--- config.mk ---
export PLATFORM = sky130hd
export DESIGN_NAME = pc_display_scanner
export DESIGN_NICKNAME = d
export VERILOG_FILES = /design/src/rtl/pc_display_scanner.sv
export SDC_FILE = /design/constraint.sdc
export NUM_CORES = 1
export LEC_CHECK = 0
export ABC_AREA = 1
export CORE_MARGIN = 4
export CORE_UTILIZATION = 60
export CTS_CLUSTER_SIZE = 24
export DETAILED_ROUTE_END_ITERATION = 10
export DONT_BUFFER_PORTS = 1
export PLACE_DENSITY_LB_ADDON = 0.12
export SYNTH_ARGS = -nofsm -noshare
export SYNTH_HDL_FRONTEND = slang
export SYNTH_SLANG_ARGS = --single-unit
--- constraint.sdc ---
create_clock -name Clk -period 1.6 [get_ports Clk]
set_input_delay 0.48 -clock Clk [delete_from_list [all_inputs] [get_ports Clk]]
set_output_delay 0.48 -clock Clk [all_outputs]
set_load 0.02 [all_outputs]
--- src/rtl/pc_display_scanner.sv ---
// Scans a captured program-counter value across common-anode digits, one nibble
// per refresh slot, applying new values only at frame boundaries.
module pc_display_scanner #(
  parameter int DIGITS        = 4,
  parameter int REFRESH_DIV   = 50000,
  parameter int BLANK_LEADING = 1
) (
  input  logic                  Clk,
  input  logic                  Reset_n,
  input  logic [4*DIGITS-1:0]   Value,
  input  logic                  Load,
  input  logic                  Enable,
  output logic [3:0]            Number,
  output logic                  Button,
  output logic [DIGITS-1:0]     Anode,
  output logic                  Valid
);

  localparam int DW = $clog2(REFRESH_DIV);
  localparam int IW = (DIGITS > 1) ? $clog2(DIGITS) : 1;
  localparam logic [DW-1:0] DIV_LAST = DW'(REFRESH_DIV - 1);
  localparam logic [IW-1:0] IDX_LAST = IW'(DIGITS - 1);

  logic [DW-1:0]         div_q, div_d;
  logic [IW-1:0]         idx_q, idx_d;
  logic [4*DIGITS-1:0]   pend_q, pend_d;
  logic                  pend_flag_q, pend_flag_d;
  logic [4*DIGITS-1:0]   shadow_q, shadow_d;
  logic                  valid_q, valid_d;
  logic [3:0]            number_q, number_d;
  logic                  button_q, button_d;
  logic [DIGITS-1:0]     anode_q, anode_d;

  logic tc;
  logic fb;
  logic upper_nz;
  logic blank;

  always_comb begin
    tc = (div_q == DIV_LAST);
    fb = tc && (idx_q == IDX_LAST);

    div_d = tc ? '0 : div_q + DW'(1);
    idx_d = idx_q;
    if (tc) idx_d = (idx_q == IDX_LAST) ? '0 : idx_q + IW'(1);

    pend_d      = pend_q;
    pend_flag_d = pend_flag_q;
    shadow_d    = shadow_q;
    valid_d     = valid_q;
    // A Load on the boundary cycle wins over any older pending value.
    if (fb) begin
      if (Load) begin
        shadow_d    = Value;
        pend_flag_d = 1'b0;
        valid_d     = 1'b1;
      end else if (pend_flag_q) begin
        shadow_d    = pend_q;
        pend_flag_d = 1'b0;
        valid_d     = 1'b1;
      end
    end else if (Load) begin
      pend_d      = Value;
      pend_flag_d = 1'b1;
    end

    // Blank when this digit and every more-significant digit are zero.
    upper_nz = 1'b0;
    for (int i = 0; i < DIGITS; i++) begin
      if (i >= int'(idx_q) && shadow_q[4*i +: 4] != 4'h0) upper_nz = 1'b1;
    end
    blank = (BLANK_LEADING != 0) && (idx_q != '0) && !upper_nz;

    number_d = 4'h0;
    anode_d  = '1;
    for (int i = 0; i < DIGITS; i++) begin
      if (idx_q == IW'(i)) number_d = shadow_q[4*i +: 4];
      anode_d[i] = !(Enable && (idx_q == IW'(i)));
    end
    button_d = Enable && valid_q && !blank;
  end

  always_ff @(posedge Clk or negedge Reset_n) begin
    if (!Reset_n) begin
      div_q       <= '0;
      idx_q       <= '0;
      pend_q      <= '0;
      pend_flag_q <= 1'b0;
      shadow_q    <= '0;
      valid_q     <= 1'b0;
      number_q    <= 4'h0;
      button_q    <= 1'b0;
      anode_q     <= '1;
    end else begin
      div_q       <= div_d;
      idx_q       <= idx_d;
      pend_q      <= pend_d;
      pend_flag_q <= pend_flag_d;
      shadow_q    <= shadow_d;
      valid_q     <= valid_d;
      number_q    <= number_d;
      button_q    <= button_d;
      anode_q     <= anode_d;
    end
  end

  assign Number = number_q;
  assign Button = button_q;
  assign Anode  = anode_q;
  assign Valid  = valid_q;

endmodule

# Word level (Yosys, flattened, before mapping)
# Cells that the tools add are included.
# totals
input_bits	20
output_inout_bits	10
elab_cells	62
ff_bits	61
# op_classes
n_eq_ne	4
bitwise	1
n_mux	16
reduce_logical	27
n_addsub	2
magnitude_cmp	3
# op_table
operator	n
$mux W16	3
$add A16 B1 Y16 const B	1
$eq A16 B16 Y1 const B	1
$mux W4	4
$reduce_bool A4 Y1	4
$logic_and A1 B1 Y1	11
$mux W1	8
$logic_not A1 Y1	6
$reduce_bool A2 Y1	3
$eq A2 B2 Y1 const B	2
$ge A1 B2 Y1 const A	2
$reduce_and A2 Y1	2
$add A2 B1 Y2 const B	1
$eq A2 B1 Y1 const B	1
$ge A2 B2 Y1 const A	1
$logic_not A2 Y1	1
$mux W2	1
$not A1 Y1	1

# Longest topological paths before layout
# depth
depth_word	10
mapped_depth	9
ltp_nobuf	8

# Worst setup path after synthesis
# No wires, ideal clock.
# synth_timing
path_type	register -> register
start	register div_q[0]
end	register pend_q[10]
path_buffers	1
setup_ns	0.117
period_less_slack_ns	1.441
t_required_ns	1.483
path_stages_with_launch	8
setup_slack_ns	0.159
arrival_time_ns	1.324
path_cell_list	dfrtp_1 -> ha_1 -> nand3_1 -> nor2_4 -> nand3_4 -> buf_2 -> nand3_1 -> nand2_1
# synth_between
elab_chain_len	4
# synth_lines
element	line_no	rtl
start: declaration	24	logic [DW-1:0] div_q, div_d;
start signal: assignment	95	div_q <= div_d;
$eq A16 B16 Y1	40	tc = (div_q == DIV_LAST);
$logic_and A1 B1 Y1	41	fb = tc && (idx_q == IDX_LAST);
$not A1 Y1 (no source line)	-	
$reduce_and A2 Y1 (no source line)	-	
end signal: assignment	97	pend_q <= pend_d;
end: declaration	26	logic [4*DIGITS-1:0] pend_q, pend_d;
# No other way between the ends.
# A chain may end at the register's enable or synchronous reset.

# Worst setup path in the final report
# layout_timing
start	register div_q[13]
end	register shadow_q[6]
# layout_between
elab_chain_len	3
# layout_lines
element	line_no	rtl
$eq A16 B16 Y1	40	
$logic_and A1 B1 Y1	41	
$reduce_and A2 Y1 (no source line)	-	
end signal: assignment	99	shadow_q <= shadow_d;
end: declaration	28	logic [4*DIGITS-1:0] shadow_q, shadow_d;
# No other way between the ends.

==> flow_metrics.tcl <==
set metrics [dict create \
    cts_tree "built" \
    synth_area_leaders "dfrtp_1, nand2_1, inv_1, nand3_1, nor2_1" \
    placed_cell_area_um2 3233 \
    wl_per_cell_um 13.66 \
    tightest_slew_ns 0.3204 \
    antenna_found_initial 0 \
    clk_path_buf_depth 2 \
    ant_nets 0 \
    dieArea_um2 6479 \
    grt_pass1_wl_um 11120 \
    overflow 0 \
    post_cts_buffers 0 \
    reg2reg_from "div_q[13]$_DFF_PN0_" \
    num_antenna_cells 0 \
    initialDrtViolationCount 167 \
    regToRegEndpoint "shadow_q[6]$_DFFE_PN0P_" \
    htreeDepth 3 \
    cpMostUsedCell "nand2_1" \
    coreArea_um2 5107 \
    synth_top_area_cell "dfrtp_1" \
    p_leak_uw 0.001777 \
    synth_fp_nets 421 \
    r2r_slack_ns 0.08 \
    synth-xor-area-share_pct 1.944 \
    clk_pin_slew_worst_paths_ns 0.07 \
    arrival_ns 1.74 \
    power.density_nw_per_um2 934.3 \
    cts_root_buf "clkbuf_8" \
    layout_common_cells "nand2_1, dfrtp_1, inv_1" \
    place_inst 456 \
    io_pins 30 \
    cpPeakStageDelay_ns 0.43 \
    cts_sinks 61 \
    max_freq_ghz 0.6598 \
    grt_max_degree 62 \
    drv_cap 0 \
    route.vias.total 2476 \
    gp_congestion 0.8399 \
    ys_seq_area_share_pct 48.57 \
    synth-adder-area-share_pct 2.381 \
    fillerInstances 449 \
    synth_top_area_share_pct 45.24 \
    rows 26 \
    power.total_uw 3260 \
    rr_worst_depth 6 \
    start_kind "flop" \
    cts_buffers 9 \
    ir_drop_mv 0.6829 \
    ys_ff_latch 61 \
    drive_gt1_share_pct 13.18 \
    violations "negative hold slack" \
    hold_ws_ns -0.1632 \
    grt_pass1_vias 2371 \
    finalHoldViolCount 61 \
    final_cell_area_um2 3490 \
    min_period_ns 1.516 \
    drc 0 \
    max_slew_margin_pct 78.64 \
    drt_pass1_iterations 4 \
    fin_cells 472 \
    clock_latency_ns 0.33 \
    final_common_cell "nand2_1" \
    crit_path_end_kind "flop" \
    ys_warn_count 0 \
    die_h_um 80.49 \
    drv_slew 0 \
    synth_top_family_by_area "simple AND/OR/NAND/NOR gates" \
    nNetsFinal 423 \
    synth-simple-area-share_pct 32.10 \
    required_ns 1.82 \
    cp_slowest_cell "dfrtp_1" \
    synth_compound_area_share_pct 6.548 \
    place.detailed.hpwl_um 4290 \
    grt_use_total_pct 22.42 \
    synthesis.area_um2 3153 \
    cp_max_fo 17 \
    synth_cells 395 \
    path_cells "nor2_2, nand2_2, nor2_4, nand4_4, nand2_1, nand2_1" \
    finClkSkew_ns 0.008489 \
    start_util_pct 61.73 \
    avgViaCountPerCell 5.246 \
    drt_wl_total_um 6447 \
    status "finished with violations" \
    critPathKind "flop to flop" \
    io_buffers 0 \
    syn_to_final_growth_pct 10.67 \
    synthMuxAreaShare_pct 0 \
    final_core_util_pct 68.32 \
    finalCritPeriodShare_pct 94.73 \
    yosysUniqueCellTypes 30 \
    avgSynthCellArea_um2 7.982 \
    chipWidth_um 80.49 \
    hold_path_class "primary input to async pin" \
    setup_viol 0 \
]
-- worst max-delay path by stage --
stage,startpoint,end,slack (ns),depth (start not counted)
3_3_place_gp,div_q[1]$_DFF_PN0_,shadow_q[8]$_DFFE_PN0P_,0.11,6
2_1_floorplan,div_q[0]$_DFF_PN0_,pend_q[10]$_DFFE_PN0P_,0.16,7
4_1_cts,div_q[1]$_DFF_PN0_,shadow_q[6]$_DFFE_PN0P_,0.04,6
6_report,div_q[13]$_DFF_PN0_,shadow_q[6]$_DFFE_PN0P_,0.08,6
5_1_grt,div_q[1]$_DFF_PN0_,shadow_q[8]$_DFFE_PN0P_,-0.01,6
3_5_place_dp,div_q[1]$_DFF_PN0_,shadow_q[2]$_DFFE_PN0P_,0.09,6
-- routing by layer --
layer / global-route usage, % / part of all wire [%] / up-vias
met3: 4.484 / 4.7 / 14
met5: 0 / 0 / -
met1: 32.85 / 50 / 1139
met4: 8.108 / 1.7 / 0
li1: - / - / 1258
met2: 32.86 / 44 / 65
-- cells in the mapped netlist, drive strengths merged --
| library cell | instances |
|---|---|
| o21bai | 1 |
| ha | 6 |
| nand3 | 33 |
| buf | 12 |
| o22a | 1 |
| nor3 | 3 |
| nor3b | 1 |
| a21oi | 13 |
| dfrtp | 57 |
| or2 | 1 |
| clkbuf | 5 |
| nor2 | 40 |
| nand4 | 20 |
| inv | 44 |
| o21ai | 19 |
| xor2 | 7 |
| dfstp | 4 |
| clkinv | 2 |
| nand2 | 122 |
| a21o | 4 |
-- timing repair --
| action | in CTS | in global routing |
|---|---|---|
| endpoints found under the setup margin | 0 | 35 |
| endpoints found under the hold margin | 61 | 61 |
| resized for setup | 0 | 8 |
-- per-stage QoR --
stage	hold WS, ns	setup slack, ns	setup TNS, ns
global placement	0.1860	0.1060	0
CTS	-0.1718	0.04161	0
floorplan	0.1844	0.1594	0
global route	-0.1854	-0.01236	-0.06642
detailed placement	0.1860	0.08590	0
finish	-0.1632	0.08436	0
-- layout make-up --
cell class / count / area, µm² / area share, %
multi-input cells: 271 / 1381 / 39.58
well taps: 70 / 87.58 / 2.510
clock buffers: 13 / 158.9 / 4.554
clock inverters: 3 / 67.56 / 1.936
inverters: 46 / 173.9 / 4.984
flip-flops and latches: 61 / 1531 / 43.89
repair buffers: 8 / 88.84 / 2.546
-- critical path, delay by kind of cell, from the launching register on --
family	cells	cell delay (ns)
flip-flops	1	0.43
AND/OR/NAND/NOR	6	0.98
-- where the power goes --
group	switching (µW)	total [µW]	internal [µW]
Sequential	25.0	1610	1580
Combinational	52.9	95.8	42.9
Clock	593	1560	964
-- cell families after synthesis --
kind of cell,count (synthesis)
adder cells (fa/ha/maj),6
AO/OA/AOI/OAI,38
XOR/XNOR,7
flip-flops,61
buffers and inverters,63
AND/OR/NAND/NOR,220
-- sequential cells by signal, indices dropped and copies added (netlist names) --
signal	count
Anode	4
Button	1
Number	4
Valid	1
div_q	16
idx_q	2
pend_flag_q	1
pend_q	16
shadow_q	16
No activity file was read; power rests on OpenSTA's default activity.
